<file path="config.mk">
export PLATFORM = sky130hd
export DESIGN_NAME = logic_sweep_eval_flat
export DESIGN_NICKNAME = d
export VERILOG_FILES = /design/src/rtl/logic_sweep_eval_if.sv /design/src/rtl/logic_sweep_eval.sv /design/src/flat_wrapper.sv
export SDC_FILE = /design/constraint.sdc
export NUM_CORES = 1
export LEC_CHECK = 0
export ABC_AREA = 1
export BUFFER_PORTS_ARGS = -buffer_cell sky130_fd_sc_hd__buf_2
export CAP_MARGIN = 0
export CORE_MARGIN = 10
export CORE_UTILIZATION = 49
export CTS_CLUSTER_SIZE = 12
export DETAILED_ROUTE_END_ITERATION = 8
export PLACE_DENSITY = 0.75
export SLEW_MARGIN = 30
export SYNTH_ARGS = -nofsm -noshare
export SYNTH_HDL_FRONTEND = slang
export SYNTH_SLANG_ARGS = --single-unit
</file>
<file path="constraint.sdc">
create_clock -name clk -period 1.5 [get_ports clk]
set_input_delay 0.075 -clock clk [delete_from_list [all_inputs] [get_ports clk]]
set_output_delay 0.075 -clock clk [all_outputs]
set_load 0.02 [all_outputs]
</file>
<file path="src/rtl/logic_sweep_eval_if.sv">
// Bundled control, LUT and result signals of the truth-table sweeper.
`timescale 1ns/1ps
interface logic_sweep_eval_if #(
  parameter int N_IN = 3
);
  logic                   start;
  logic                   cmp_en;
  logic [(1<<N_IN)-1:0]   lut_dut;
  logic [(1<<N_IN)-1:0]   lut_ref;
  logic                   busy;
  logic [N_IN-1:0]        vec_o;
  logic                   out_o;
  logic                   exp_o;
  logic                   vec_valid;
  logic                   mismatch_o;
  logic [N_IN:0]          ones_cnt;
  logic [N_IN:0]          err_cnt;
  logic [N_IN-1:0]        first_err_vec;
  logic                   first_err_valid;
  logic                   done;

  modport master (
    output start, cmp_en, lut_dut, lut_ref,
    input  busy, vec_o, out_o, exp_o, vec_valid, mismatch_o,
           ones_cnt, err_cnt, first_err_vec, first_err_valid, done
  );

  modport slave (
    input  start, cmp_en, lut_dut, lut_ref,
    output busy, vec_o, out_o, exp_o, vec_valid, mismatch_o,
           ones_cnt, err_cnt, first_err_vec, first_err_valid, done
  );
endinterface

</file>
<file path="src/rtl/logic_sweep_eval.sv">
// Exhaustive truth-table sweeper: walks every input vector of an N_IN-input LUT,
// holds each for HOLD_CYCLES clocks, and tallies ones, mismatches and the first failure.
`timescale 1ns/1ps
module logic_sweep_eval #(
  parameter int N_IN        = 3,
  parameter int HOLD_CYCLES = 1
) (
  input  logic              clk,
  input  logic              rst_n,
  logic_sweep_eval_if.slave sw
);
  localparam int NV = 1 << N_IN;
  localparam int HW = $clog2(HOLD_CYCLES + 1);
  localparam logic [HW-1:0] HOLD_LAST = HW'(HOLD_CYCLES - 1);
  localparam logic [N_IN:0] IDX_LAST  = (N_IN+1)'(NV - 1);

  typedef enum logic [1:0] {IDLE, RUN, DONE} state_t;

  state_t          state, state_n;
  logic [N_IN:0]   idx, idx_n;
  logic [HW-1:0]   hold, hold_n;
  logic            take;
  logic [NV-1:0]   cap_dut, cap_ref, dut_n, ref_n;
  logic            cap_cmp, cmp_n;
  logic            run_n;
  logic [N_IN-1:0] vsel_n;

  logic            busy_q, out_q, exp_q, vv_q, mm_q, done_q, fevv_q;
  logic [N_IN-1:0] vec_q, fev_q;
  logic [N_IN:0]   ones_q, err_q;

  always_ff @(posedge clk or negedge rst_n) begin
    if (!rst_n) begin
      state <= IDLE;
      idx   <= '0;
      hold  <= '0;
    end else begin
      state <= state_n;
      idx   <= idx_n;
      hold  <= hold_n;
    end
  end

  always_comb begin
    state_n = state;
    idx_n   = idx;
    hold_n  = hold;
    take    = 1'b0;
    case (state)
      IDLE: if (sw.start) begin
        state_n = RUN;
        idx_n   = '0;
        hold_n  = '0;
        take    = 1'b1;
      end
      RUN: begin
        if (hold == HOLD_LAST) begin
          hold_n = '0;
          if (idx == IDX_LAST) state_n = DONE;
          else                 idx_n   = idx + (N_IN+1)'(1);
        end else begin
          hold_n = hold + HW'(1);
        end
      end
      DONE:    state_n = IDLE;
      default: state_n = IDLE;
    endcase
  end

  // Outputs are registered from next-state values so vector 0 shows right after start.
  assign dut_n  = take ? sw.lut_dut : cap_dut;
  assign ref_n  = take ? sw.lut_ref : cap_ref;
  assign cmp_n  = take ? sw.cmp_en  : cap_cmp;
  assign run_n  = (state_n == RUN);
  assign vsel_n = idx_n[N_IN-1:0];

  always_ff @(posedge clk or negedge rst_n) begin
    if (!rst_n) begin
      cap_dut <= '0;
      cap_ref <= '0;
      cap_cmp <= 1'b0;
      busy_q  <= 1'b0;
      vec_q   <= '0;
      out_q   <= 1'b0;
      exp_q   <= 1'b0;
      vv_q    <= 1'b0;
      mm_q    <= 1'b0;
      done_q  <= 1'b0;
    end else begin
      cap_dut <= dut_n;
      cap_ref <= ref_n;
      cap_cmp <= cmp_n;
      busy_q  <= run_n;
      vec_q   <= run_n ? vsel_n : '0;
      out_q   <= run_n & dut_n[vsel_n];
      exp_q   <= run_n & ref_n[vsel_n];
      vv_q    <= run_n & (hold_n == '0);
      mm_q    <= run_n & cmp_n & (dut_n[vsel_n] ^ ref_n[vsel_n]);
      done_q  <= (state_n == DONE);
    end
  end

  // Tallies advance once per vector, on its vec_valid cycle, and survive until the next start.
  always_ff @(posedge clk or negedge rst_n) begin
    if (!rst_n) begin
      ones_q <= '0;
      err_q  <= '0;
      fev_q  <= '0;
      fevv_q <= 1'b0;
    end else if (take) begin
      ones_q <= '0;
      err_q  <= '0;
      fev_q  <= '0;
      fevv_q <= 1'b0;
    end else if (vv_q) begin
      ones_q <= ones_q + {{N_IN{1'b0}}, out_q};
      if (mm_q) begin
        err_q <= err_q + (N_IN+1)'(1);
        if (!fevv_q) begin
          fev_q  <= vec_q;
          fevv_q <= 1'b1;
        end
      end
    end
  end

  assign sw.busy            = busy_q;
  assign sw.vec_o           = vec_q;
  assign sw.out_o           = out_q;
  assign sw.exp_o           = exp_q;
  assign sw.vec_valid       = vv_q;
  assign sw.mismatch_o      = mm_q;
  assign sw.ones_cnt        = ones_q;
  assign sw.err_cnt         = err_q;
  assign sw.first_err_vec   = fev_q;
  assign sw.first_err_valid = fevv_q;
  assign sw.done            = done_q;
endmodule
</file>
<file path="src/flat_wrapper.sv">
// flat-port wrapper written by rule: the top's interface ports become plain ports
module logic_sweep_eval_flat 
#(
  parameter int N_IN        = 3,
  parameter int HOLD_CYCLES = 1
)
  (clk, rst_n, sw_start, sw_cmp_en, sw_lut_dut, sw_lut_ref, sw_busy, sw_vec_o, sw_out_o, sw_exp_o, sw_vec_valid, sw_mismatch_o, sw_ones_cnt, sw_err_cnt, sw_first_err_vec, sw_first_err_valid, sw_done);
  logic_sweep_eval_if #(.N_IN(N_IN)) sw_i ();
  input  logic clk;
  input  logic rst_n;
  input wire logic [$bits(sw_i.start)-1:0] sw_start;
  input wire logic [$bits(sw_i.cmp_en)-1:0] sw_cmp_en;
  input wire logic [$bits(sw_i.lut_dut)-1:0] sw_lut_dut;
  input wire logic [$bits(sw_i.lut_ref)-1:0] sw_lut_ref;
  output wire logic [$bits(sw_i.busy)-1:0] sw_busy;
  output wire logic [$bits(sw_i.vec_o)-1:0] sw_vec_o;
  output wire logic [$bits(sw_i.out_o)-1:0] sw_out_o;
  output wire logic [$bits(sw_i.exp_o)-1:0] sw_exp_o;
  output wire logic [$bits(sw_i.vec_valid)-1:0] sw_vec_valid;
  output wire logic [$bits(sw_i.mismatch_o)-1:0] sw_mismatch_o;
  output wire logic [$bits(sw_i.ones_cnt)-1:0] sw_ones_cnt;
  output wire logic [$bits(sw_i.err_cnt)-1:0] sw_err_cnt;
  output wire logic [$bits(sw_i.first_err_vec)-1:0] sw_first_err_vec;
  output wire logic [$bits(sw_i.first_err_valid)-1:0] sw_first_err_valid;
  output wire logic [$bits(sw_i.done)-1:0] sw_done;
  assign sw_i.start = sw_start;
  assign sw_i.cmp_en = sw_cmp_en;
  assign sw_i.lut_dut = sw_lut_dut;
  assign sw_i.lut_ref = sw_lut_ref;
  assign sw_busy = sw_i.busy;
  assign sw_vec_o = sw_i.vec_o;
  assign sw_out_o = sw_i.out_o;
  assign sw_exp_o = sw_i.exp_o;
  assign sw_vec_valid = sw_i.vec_valid;
  assign sw_mismatch_o = sw_i.mismatch_o;
  assign sw_ones_cnt = sw_i.ones_cnt;
  assign sw_err_cnt = sw_i.err_cnt;
  assign sw_first_err_vec = sw_i.first_err_vec;
  assign sw_first_err_valid = sw_i.first_err_valid;
  assign sw_done = sw_i.done;
  logic_sweep_eval #(.N_IN(N_IN), .HOLD_CYCLES(HOLD_CYCLES)) u_core (.clk(clk), .rst_n(rst_n), .sw(sw_i));
endmodule
</file>
Word level (Yosys, flattened, before mapping)
Cells that the tools add are included.
Storage, ports and cells
  flip-flop bits (word level): 45
  output and inout bits: 21
  word-level logic and storage cells: 78
  input port bits: 20
Operators by class
  magnitude comparators: 1
  bitwise logic cells: 7
  muxes and demuxes: 33
  add/subtract/negate cells: 4
  equality and inequality tests: 8
  reduce and logical (&&, ||, !) cells: 7
Operators with widths (number)
  $mux W4: 8
  $mux W8: 2
  $mux W3: 5
  $mux W1: 10
  $add A4 B1 Y4 const B: 2
  $pmux W4 S2: 1
  $bmux W1 S3: 2
  $mux W2: 3
  $ne A2 B2 Y1 const B: 3
  $reduce_bool A2 Y1: 3
  $and A1 B1 Y1: 5
  $add A4 B1 Y4: 1
  $eq A2 B1 Y1 const B: 2
  $eq A4 B3 Y1 const B: 1
  $lt A3 B4 Y1 const B: 1
  $pmux W2 S2: 1
  $reduce_and A4 Y1: 1
  $reduce_and A3 Y1: 1
  $eq A2 B2 Y1 const B: 1
  $logic_not A2 Y1: 1
  $ne A2 B1 Y1 const B: 1
  $pmux W1 S2: 1
  $reduce_and A2 Y1: 1
  $add A1 B1 Y1 const B: 1
  2 further kinds: 2

Longest topological paths before layout
Gate-level depths: netlist (run 1).
  depth after elaboration: 8
  depth in mapped cells: 14
  gate-level depth less buffers: 14

Worst setup path after synthesis (run 1)
OpenSTA, ideal clock, no wires.
  path kind: register to register
  from: register u_core.idx[0]
  to: register u_core.mm_q, in the netlist u_core.sw.mismatch_o
  clock period less this slack: 1.597 ns
  setup slack: -0.097 ns
  stages on the path, launching flop included: 14
  setup time: 0.118 ns
  data required time: 1.382 ns
  data arrival time: 1.479 ns
  buffers on the path: 0
  cells stage by stage: dfrtp_1 ha_1 nand3_2 nand2_1 nand2_2 nor2_1 nor2_2 nand3_1 nand2_1 nand2_1 nand2_2 nand2_1 nand2_1 nor2_2
Between the ends
  cells in the longest elaborated chain, start to end: 8
  elaborated cells on any way between the ends: 17
  those cells by class: 1 x add/sub; 2 x eq/ne; 11 x mux; 3 x bitwise
RTL lines
  start, declared: line logic_sweep_eval.sv:20  | logic [N_IN:0] idx, idx_n;
  start signal, assigned: line logic_sweep_eval.sv:39  | idx <= idx_n;
  $add A4 B1 Y4 or $eq A4 B3 Y1 (tied branches): line logic_sweep_eval.sv:60, logic_sweep_eval.sv:59
  $mux W4 *: line logic_sweep_eval.sv:59  | if (idx == IDX_LAST) state_n = DONE;
  $mux W4 *: line logic_sweep_eval.sv:57  | if (hold == HOLD_LAST) begin
  $pmux W4 S2 *: line logic_sweep_eval.sv:49  | case (state)
  named net u_core.idx_n[1]: line logic_sweep_eval.sv:20
  $bmux W1 S3: line logic_sweep_eval.sv:98  | mm_q <= run_n & cmp_n & (dut_n[vsel_n] ^ ref_n[vsel_n]);
  $mux W1 (not written as such): line logic_sweep_eval.sv:98
  $xor A1 B1 Y1 *: line logic_sweep_eval.sv:98
  $and A1 B1 Y1 *: line logic_sweep_eval.sv:98
  end signal, assigned: line logic_sweep_eval.sv:98
  end, declared: line logic_sweep_eval.sv:28  | logic busy_q, out_q, exp_q, vv_q, mm_q, done_q, fevv_q;
The timed path passes the listed nets; every way through them passes the cells marked *. The select of a mux whose other input is x is not followed.
A chain may end at the register's enable or synchronous reset.

Worst setup path after layout (run 1)
  from: register u_core.idx[1]
  to: register u_core.exp_q, in the netlist u_core.sw.exp_o
Between the ends
  cells in the longest elaborated chain, start to end: 7
  elaborated cells on any way between the ends: 13
  those cells by class: 1 x add/sub; 2 x eq/ne; 9 x mux; 1 x bitwise
RTL lines
  $add A4 B1 Y4 or $eq A4 B3 Y1 (tied branches): line logic_sweep_eval.sv:60, logic_sweep_eval.sv:59
  $mux W4: line logic_sweep_eval.sv:59
  $mux W4: line logic_sweep_eval.sv:57
  $pmux W4 S2: line logic_sweep_eval.sv:49
  $bmux W1 S3: line logic_sweep_eval.sv:96  | exp_q <= run_n & ref_n[vsel_n];
  $mux W1 (not written as such): line logic_sweep_eval.sv:96
  $and A1 B1 Y1 *: line logic_sweep_eval.sv:96
  end signal, assigned: line logic_sweep_eval.sv:96
  end, declared: line logic_sweep_eval.sv:28
Mark *: on every way between the ends. The rest lies on a longest branch, timed or not. The select of a mux whose other input is x is not followed.

==> results of run 1 <==
## worst paths after layout
path                                    from              endpoint
hold reg to reg            u_core.cap_ref[4]     u_core.cap_ref[4]
max in group asynchronous              rst_n       u_core.state[1]
min in group asynchronous              rst_n  u_core.sw.err_cnt[3]
setup / recovery               u_core.idx[1]       u_core.sw.exp_o
hold / removal                 sw_lut_dut[4]     u_core.cap_dut[4]
setup reg to reg               u_core.idx[1]       u_core.sw.exp_o
## worst register-to-register path, cell delays in order (launching register included)
cell     delay [ns]
dfrtp_1        0.42
ha_4           0.19
nand3_4        0.10
nand3_4        0.12
nand2_8        0.14
buf_4          0.12
nand3_2        0.09
nand3_2        0.08
nand2_1        0.06
nand2_1        0.07
nand2_2        0.07
buf_4          0.14
nor2_2         0.07
## per-stage QoR
step | TNS (ns) | utilization (%)
after floorplan | -0.0478 | -
after global placement | -0.291 | 62.0
after detailed placement | -0.376 | 62.0
final | -0.534 | 72.4
after global routing | -0.927 | 72.4
after CTS | -0.374 | 68.4
## synthesized netlist by cell type, drive strengths merged, types with 2 or more instances
cell / n / area (um^2)
o21ai: 20 / 119
buf: 4 / 42.5
a31oi: 2 / 12.5
nand2: 62 / 295
dfrtp: 45 / 1130
nor2: 28 / 123
inv: 42 / 160
a21oi: 3 / 15.0
nor3: 3 / 15.0
xor2: 2 / 17.5
or2: 2 / 12.5
ha: 4 / 50.1
nand3: 25 / 148
nand4: 2 / 12.5
## cell type report
cell class	instances	area, um^2
Multi-Input combinational cell	158	1070
Clock buffer	5	68.8
Clock inverter	3	46.3
Sequential cell	45	1130
Fill cell	316	1200
Inverter	43	166
Tap cell	52	65.1
Timing Repair Buffer	83	607
## report_power, final
| group | switching (mW) | leakage, nW | internal (mW) |
|---|---|---|---|
| clock network | 0.440 | 0.0543 | 0.499 |
| logic | 2.93 | 1.06 | 2.22 |
| registers | 0.312 | 0.541 | 1.76 |
| total | 3.69 | 1.65 | 4.48 |
## flip-flops by register name, indices dropped and copies added, names as in the netlist, 2 cells and up
signal,cells
u_core.sw.err_cnt,4
u_core.cap_ref,8
u_core.sw.first_err_vec,3
u_core.cap_dut,8
u_core.sw.ones_cnt,4
u_core.state,2
u_core.sw.vec_o,3
u_core.idx,4
## placed cells by master, fill, tap and decap left out, types with 2 or more instances in the layout
cell	count
nand3_4	3
nand2_2	17
o21ai_1	2
o21ai_0	8
nand2_1	39
dfrtp_1	43
nor2_4	5
or2_2	2
a31oi_1	2
o21ai_4	2
nand2_8	2
nor2_2	4
xor2_1	2
buf_4	30
a21oi_1	3
inv_1	35
inv_2	6
nand3_1	8
nand3_2	14
ha_1	3
nand2_4	5
nand4_1	2
dlygate4sd3_1	7
clkbuf_8	5
dfrtp_2	2
buf_12	5
nor3_1	3
buf_2	40
nor2_1	19
o21ai_2	8
## timing repair
action / 4_1_cts / 5_1_grt
pin swaps: 18 / 15
resized for setup: 14 / 28
gates cloned: 1 / 0
hold buffers: 7 / 0
setup buffers: 1 / 6
setup endpoints to repair: 3 / 12
hold endpoints to repair: 26 / 0
## cells by family (layout without fill, tap and decap cells)
kind of cell	Yosys count	count (layout)	share of synthesized area (%)
compound gates	27	27	7.43
xor+xnor	3	3	1.20
fa+ha+maj	4	4	2.29
buf+inv	47	134	9.43
flops	45	45	51.5
mux	1	1	0.515
simple gates	122	123	27.7
## routing by layer
layer	global-route usage, %	routed length [um]	vias up
met5	0	0	-
met4	3.68	140	0
met3	4.88	400	12
met2	23.9	2790	58
met1	17.7	2150	924
li1	-	-	960
==> impl_results.md, run 1 <==
* Grt total ovfl at 0
* Crit-path slowest cell: dfrtp_1
* Post-Synthesis Cells at 249
* # setup viols final at 3
* Syn_nets at 273
* CTS tree: built
* R2R depth at 12
* Warnings from Yosys at 0
* Cell area after placement at 2700 um^2
* Starting density of the core at 50.3%
* Max VDD drop at 1.38 mV
* Fin worst setup slack at -0.221 ns
* Tightest Pin Transition at 0.479 ns
* Total GRT Usage at 14.5%
* Post-synth EDFFs at 0
* Ant. Diodes at 0
* FFs w/ async S/R, synth at 100%
* First-pass GRT wire length at 8950 um
* Leak pwr at 1.65 nW
* Die area at 7540 um^2
* Largest net degree at the start of global routing at 26
* Number of max-cap violations at 0
* Final hold vios at 1
* H-tree depth at 2
* Clock tree buffer depth at 2
* Setup CP Type: flop to flop
* Syn-to-layout area delta at 44.1%
* Total power at 8.17 mW
* # rows at 24
* Pre-CTS WS at -0.189 ns
* Period utilization at 115%
* Worst-path fanout max at 10
* Detail Route Antenna Nets at 0
* Drt via density at 5.02
* Setup crit end kind: flop
* Average cell area after synthesis at 8.79 um^2
* Critical path buffers and inverters at 2
* Crit path max-delay family: simple AND/OR/NAND/NOR gates
* DR DRC count at 0
* Worst slew margin at 68.1%
* Violated checks: hold timing, setup timing
* Post-DP HPWL at 3730 um
* Fmax at 581 MHz
* Pwr Density at 2590 nW/um^2
* Clk root buf: clkbuf_8
* Reg clk slew, reported paths at 0.09 ns
* Initial antenna violation count at 0
* Setup crit start kind: flop
* Via count at 1,954
* Boundary pin count at 41
* Worst EP arrival at 1.96 ns
* Ys flop type: dfrtp_1
* Crit-path max cell delay at 0.42 ns
* Port bufs at 40
* Status: finished with violations
* Fin cells at 389
* Final nets at 360
* Clock skew at 0.00722 ns
* #FFs+latches synth at 45
* Sequential area share after synthesis at 51.5%
* Routed WL at 5480 um
* Reg2reg setup slack at -0.22 ns
* Drt initial violations at 100
* Number of clock sinks at 45
* Minimum clock period at 1.72 ns
* # placed instances at 366
* Number of global-route vias before repair at 1,980
* Hold crit path type: input pin to flop
* DR WL/cell at 14.1 um
* RSZ-0062 raised after global routing: yes
* Initial DRT Pass Iterations at 4
* Unique cell type count in the Yosys netlist at 31
* Crit path cell chain: ha_4 > nand3_4 > nand3_4 > nand2_8 > buf_4 > nand3_2 > nand3_2 > nand2_1 > nand2_1 > nand2_2 > buf_4 > nor2_2
* Post-Syn Area at 2190 um^2
* Die width at 86.8 um
* Layout cells sized above 1 at 46.6%
* CTS Buf Count at 5
* Die height at 86.8 um
* Crit path required time at 1.74 ns
* Worst-Skew Late Latency at 0.30 ns
* Global placement routability congestion at 0.840
* Final instance area at 3150 um^2
* WHS at -0.00250 ns
* Final slew viol count at 0
* Core Area at 4350 um^2
* Min-Delay Path Depth at 3
* Critical Path Stages at 12
Note: power is estimated with default switching activity, not from simulation.
==> run 2, diff against run 1 <==
==> constraint.sdc (replaced) <==
create_clock -name clk -period 1.45 [get_ports clk]
set_input_delay 0.0725 -clock clk [delete_from_list [all_inputs] [get_ports clk]]
set_output_delay 0.0725 -clock clk [all_outputs]
set_load 0.02 [all_outputs]
==> impl_results.md, run 2 (synthesis results as in run 1) <==
* Status: finished with violations
* Violated checks: hold timing, setup timing
* # placed instances at 367
* H-tree depth at 2
* # rows at 24
* Commonest non-fill, non-tap cells in the layout: 43 x dfrtp_1, 42 x nand2_1, 40 x buf_2
* Setup crit start kind: flop
* # fillers at 363
* Met1 GRT Util at 16.5%
* Setup crit end kind: flop
* Global placement routability congestion at 0.827
* Setup TNS at -0.598 ns
* RR Startpoint: u_core.state[0]
* Detail Route Antenna Nets at 0
* Pre-CTS WS at -0.320 ns
* Hold Path Sink: u_core.cap_cmp
* Minimum clock period at 1.71 ns
* Clock tree buffer depth at 2
* Die width at 86.8 um
* Reg clk slew, reported paths at 0.09 ns
* Drt via density at 4.84
* Worst slew margin at 83.8%
* Most common cell after layout, fill and taps aside: dfrtp_1
* Total GRT Usage at 13.6%
* Fin worst setup slack at -0.264 ns
* CTS tree: built
* Number of max-cap violations at 0
* RSZ-0062 raised after global routing: yes
* Clk root buf: clkbuf_8
* GR peak layer: met2
* Crit path required time at 1.65 ns
* Number of global-route vias before repair at 1,800
* Drt initial violations at 76
* Capture point of the worst reg-to-reg path: u_core.sw.mismatch_o
* Largest net degree at the start of global routing at 46
* Clock skew at 0.00997 ns
* Via count at 1,873
* Hold crit path type: input pin to flop
* Die area at 7540 um^2
* Die height at 86.8 um
* Port bufs at 40
* First-pass GRT wire length at 8360 um
* Period utilization at 118%
* M3 GR Usage at 4.50%
* Hold path start: sw_cmp_en
* Worst EP arrival at 1.91 ns
* DR DRC count at 0
* Core Area at 4350 um^2
* Min-Delay Path Depth at 3
* Finished Core Util at 68.3%
* Final hold vios at 1
* Ant. Diodes at 0
* Setup CP Type: flop to flop
* WHS at -0.00266 ns
* DR WL/cell at 12.8 um
* Layout cells sized above 1 at 40.3%
* CTS Buf Count at 5
* Worst-Skew Late Latency at 0.30 ns
* Starting density of the core at 50.3%
* Routed WL at 4940 um
* Initial antenna violation count at 0
* Total power at 7.49 mW
* Reg2reg setup slack at -0.26 ns
* Max VDD drop at 1.43 mV
* Grt total ovfl at 0
* Initial DRT Pass Iterations at 4
* Final instance area at 2980 um^2
* Final nets at 358
* Met2 usage at 22.1%
* Syn-to-layout area delta at 36.0%
* Final slew viol count at 0
* Boundary pin count at 41
* Biggest regs: u_core.cap_dut x8, u_core.cap_ref x8
* Pwr Density at 2520 nW/um^2
* # setup viols final at 6
* Fin cells at 387
* Number of clock sinks at 45
* Worst-path fanout max at 15
* Cell area after placement at 2710 um^2
* Post-DP HPWL at 3620 um
* Tightest Pin Transition at 0.242 ns
* R2R depth at 11
* Leak pwr at 1.59 nW
* Fmax at 584 MHz
run 2: changes by cell type in the layout (fill, tap and decap cells not counted), sizes merged:
cell / before / now
buf: 76 / 74
run 2: power by group:
part	total, mW	switching (mW)	internal (mW)
registers	2.13	0.303	1.82
logic	4.42	2.52	1.90
clock network	0.945	0.430	0.515
total	7.49	3.25	4.23
run 2: per-layer routing:
metal | wire [um] | share of wire (%) | vias to the layer above
met5 | 0 | 0 | -
met4 | 51 | 1.0 | 0
met3 | 357 | 7.2 | 6
met2 | 2440 | 49 | 48
met1 | 2090 | 42 | 864
li1 | - | - | 955
run 2: critical path, stage by stage, from the launching register on:
cell	delay, ns
dfrtp_2	0.47
nor2_4	0.19
nand2_4	0.11
buf_12	0.17
o21ai_2	0.12
nand3_1	0.09
nand3_1	0.09
nand3_1	0.09
nand2_2	0.12
nand2_1	0.06
nand2_1	0.07
nor2_2	0.04
run 2: layout make-up:
class / count / area (um^2) / share of cell area, %
clock buffers: 5 / 68.8 / 2.31
clock inverters: 3 / 46.3 / 1.56
inverters: 43 / 164 / 5.51
multi-input cells: 158 / 940 / 31.6
flip-flops and latches: 45 / 1130 / 37.9
well taps: 52 / 65.1 / 2.19
repair buffers: 81 / 563 / 18.9
run 2: worst max path at each step:
stage                                       to       startpoint  slack (ns)  depth (start not counted)
after floorplan           u_core.sw.mismatch_o    u_core.idx[1]        -0.1                         14
after global placement    u_core.sw.mismatch_o    u_core.idx[1]       -0.24                         12
after detailed placement  u_core.sw.mismatch_o  u_core.state[1]       -0.32                         11
after CTS                 u_core.sw.mismatch_o  u_core.state[1]       -0.23                         11
after global routing      u_core.sw.mismatch_o  u_core.state[0]       -0.35                         11
final                     u_core.sw.mismatch_o  u_core.state[0]       -0.26                         11
run 2: what timing repair did:
action | in CTS | in global routing
endpoints found under the hold margin | 51 | 0
resized for setup | 8 | 5
pin swaps | 2 | 4
hold buffers | 7 | 0
cloned | 0 | 1
endpoints found under the setup margin | 8 | 8
buffers inserted | 3 | 1
==> run 3, diff against run 2 <==
--- a/config.mk
+++ b/config.mk
@@ -9,10 +9,10 @@
 export BUFFER_PORTS_ARGS = -buffer_cell sky130_fd_sc_hd__buf_2
 export CAP_MARGIN = 0
 export CORE_MARGIN = 10
-export CORE_UTILIZATION = 49
+export CORE_UTILIZATION = 45
 export CTS_CLUSTER_SIZE = 12
 export DETAILED_ROUTE_END_ITERATION = 8
-export PLACE_DENSITY = 0.75
+export PLACE_DENSITY = 0.69
 export SLEW_MARGIN = 30
 export SYNTH_ARGS = -nofsm -noshare
 export SYNTH_HDL_FRONTEND = slang
==> impl_results.md, run 3 (synthesis results as in run 1) <==
* Status: finished with violations
* Violated checks: setup timing
* Die width at 89.7 um
* Crit-path max cell delay at 0.40 ns
* Crit path max-delay family: simple AND/OR/NAND/NOR gates
* CTS tree: built
* Leak pwr at 1.59 nW
* Worst-path fanout max at 9
* Boundary pin count at 41
* Initial DRT Pass Iterations at 4
* Setup crit end kind: flop
* DR WL/cell at 12.4 um
* RSZ-0062 raised after global routing: yes
* Max VDD drop at 1.45 mV
* Tightest Pin Transition at 0.351 ns
* WHS at 0.00314 ns
* Syn-to-layout area delta at 37.0%
* Cell area after placement at 2730 um^2
* Clk root buf: clkbuf_8
* Critical path buffers and inverters at 1
* Total power at 7.68 mW
* Ant. Diodes at 0
* Detail Route Antenna Nets at 0
* H-tree depth at 2
* Setup CP Type: flop to flop
* Crit path required time at 1.65 ns
* Minimum clock period at 1.74 ns
* Die area at 8050 um^2
* Worst-Skew Late Latency at 0.30 ns
* CTS Buf Count at 5
* Reg clk slew, reported paths at 0.09 ns
* Crit path cell chain: buf_4 > nor2_4 > nand2_2 > nand2_4 > nand2_8 > nand2_2 > nand3_1 > nand2_1 > nand2_1 > nand2_2 > nand2_1 > nand2_1 > nor2_2
* Grt total ovfl at 0
* First-pass GRT wire length at 8410 um
* Number of clock sinks at 45
* Final slew viol count at 0
* Via count at 1,861
* # setup viols final at 3
* Clock skew at 0.00869 ns
* Final nets at 359
* Worst slew margin at 76.6%
* Final hold vios at 0
* Crit-path slowest cell: dfrtp_1
* # placed instances at 386
* Setup TNS at -0.766 ns
* Drt via density at 4.62
* Die height at 89.7 um
* Port bufs at 40
* Drt initial violations at 58
* Initial antenna violation count at 0
* Most common cell after layout, fill and taps aside: dfrtp_1
* Worst EP arrival at 1.94 ns
* Number of global-route vias before repair at 1,916
* Layout cells sized above 1 at 39.9%
* Commonest non-fill, non-tap cells in the layout: 45 x dfrtp_1, 42 x nand2_1, 40 x buf_2
* Biggest regs: u_core.cap_dut x8, u_core.cap_ref x8
* Hold crit path type: input pin to flop
* Fin cells at 403
* # fillers at 398
* Global placement routability congestion at 0.869
* Starting density of the core at 46.3%
* Fmax at 574 MHz
* Post-DP HPWL at 3760 um
* DR DRC count at 0
* Cell mode on critical path: nand2_1
* Period utilization at 120%
* Pwr Density at 2560 nW/um^2
* Routed WL at 4980 um
* Final instance area at 3000 um^2
* Core Area at 4720 um^2
* # rows at 25
* Fin worst setup slack at -0.293 ns
* Setup crit start kind: flop
* Clock tree buffer depth at 2
* Number of max-cap violations at 0
* Total GRT Usage at 12.2%
* Largest net degree at the start of global routing at 19
## run 3: metal layers
| metal | share of wire (%) | GRT usage [%] | vias up | wire, um |
|---|---|---|---|---|
| li1 | - | - | 956 | - |
| met1 | 43 | 14.2 | 838 | 2150 |
| met2 | 48 | 20.6 | 59 | 2400 |
| met3 | 7.3 | 4.07 | 8 | 365 |
| met4 | 1.5 | 3.91 | 0 | 74 |
| met5 | 0 | 0 | - | 0 |
## run 3: repair_timing
item,4_1_cts,5_1_grt
gates resized for setup,7,6
endpoints found under the hold margin,19,0
cloned,0,1
hold buffers,6,0
pin swaps,11,5
buffers inserted,1,1
endpoints found under the setup margin,9,14
## run 3: tightest hold or removal path, stage by stage
cell and delay [ns]:
buf_2 0.08, o21ai_1 0.08, inv_1 0.05
## run 3: cell type report
cell class,instances,area [um^2],share of cell area (%)
Sequential cell,45,1130,37.5
Clock buffer,5,68.8,2.29
Clock inverter,3,46.3,1.54
Tap cell,67,83.8,2.80
Multi-Input combinational cell,158,948,31.6
Timing Repair Buffer,82,559,18.6
Inverter,43,166,5.55
## run 3: final timing paths
| kind | start | endpoint | slack [ns] | depth (start not counted) |
|---|---|---|---|---|
| worst max register to register | u_core.state[1] | u_core.sw.mismatch_o | -0.29 | 13 |
| worst min register to register | u_core.cap_ref[5] | u_core.cap_ref[5] | 0.49 | 2 |
| min in group asynchronous | rst_n | u_core.sw.vec_o[0] | 0.20 | 2 |
| worst max-delay path | u_core.state[1] | u_core.sw.mismatch_o | -0.29 | 13 |
| worst min-delay path | sw_lut_dut[0] | u_core.cap_dut[0] | 0.003 | 3 |
| max in group asynchronous | rst_n | u_core.cap_ref[4] | 0.69 | 3 |
## run 3: metrics by stage
step                utilization (%)  worst slack [ns]
global route                   63.5            -0.438
detailed placement             57.8            -0.255
global placement               57.8            -0.212
finish                         63.5            -0.293
CTS                            62.7            -0.265
floorplan                         -           -0.0978
## run 3: power by group
part           switching [mW]  total, mW  internal [mW]  leakage, nW
clock                   0.437      0.953          0.516       0.0543
combinational            2.63       4.61           1.98        0.996
sequential              0.294       2.11           1.82        0.543
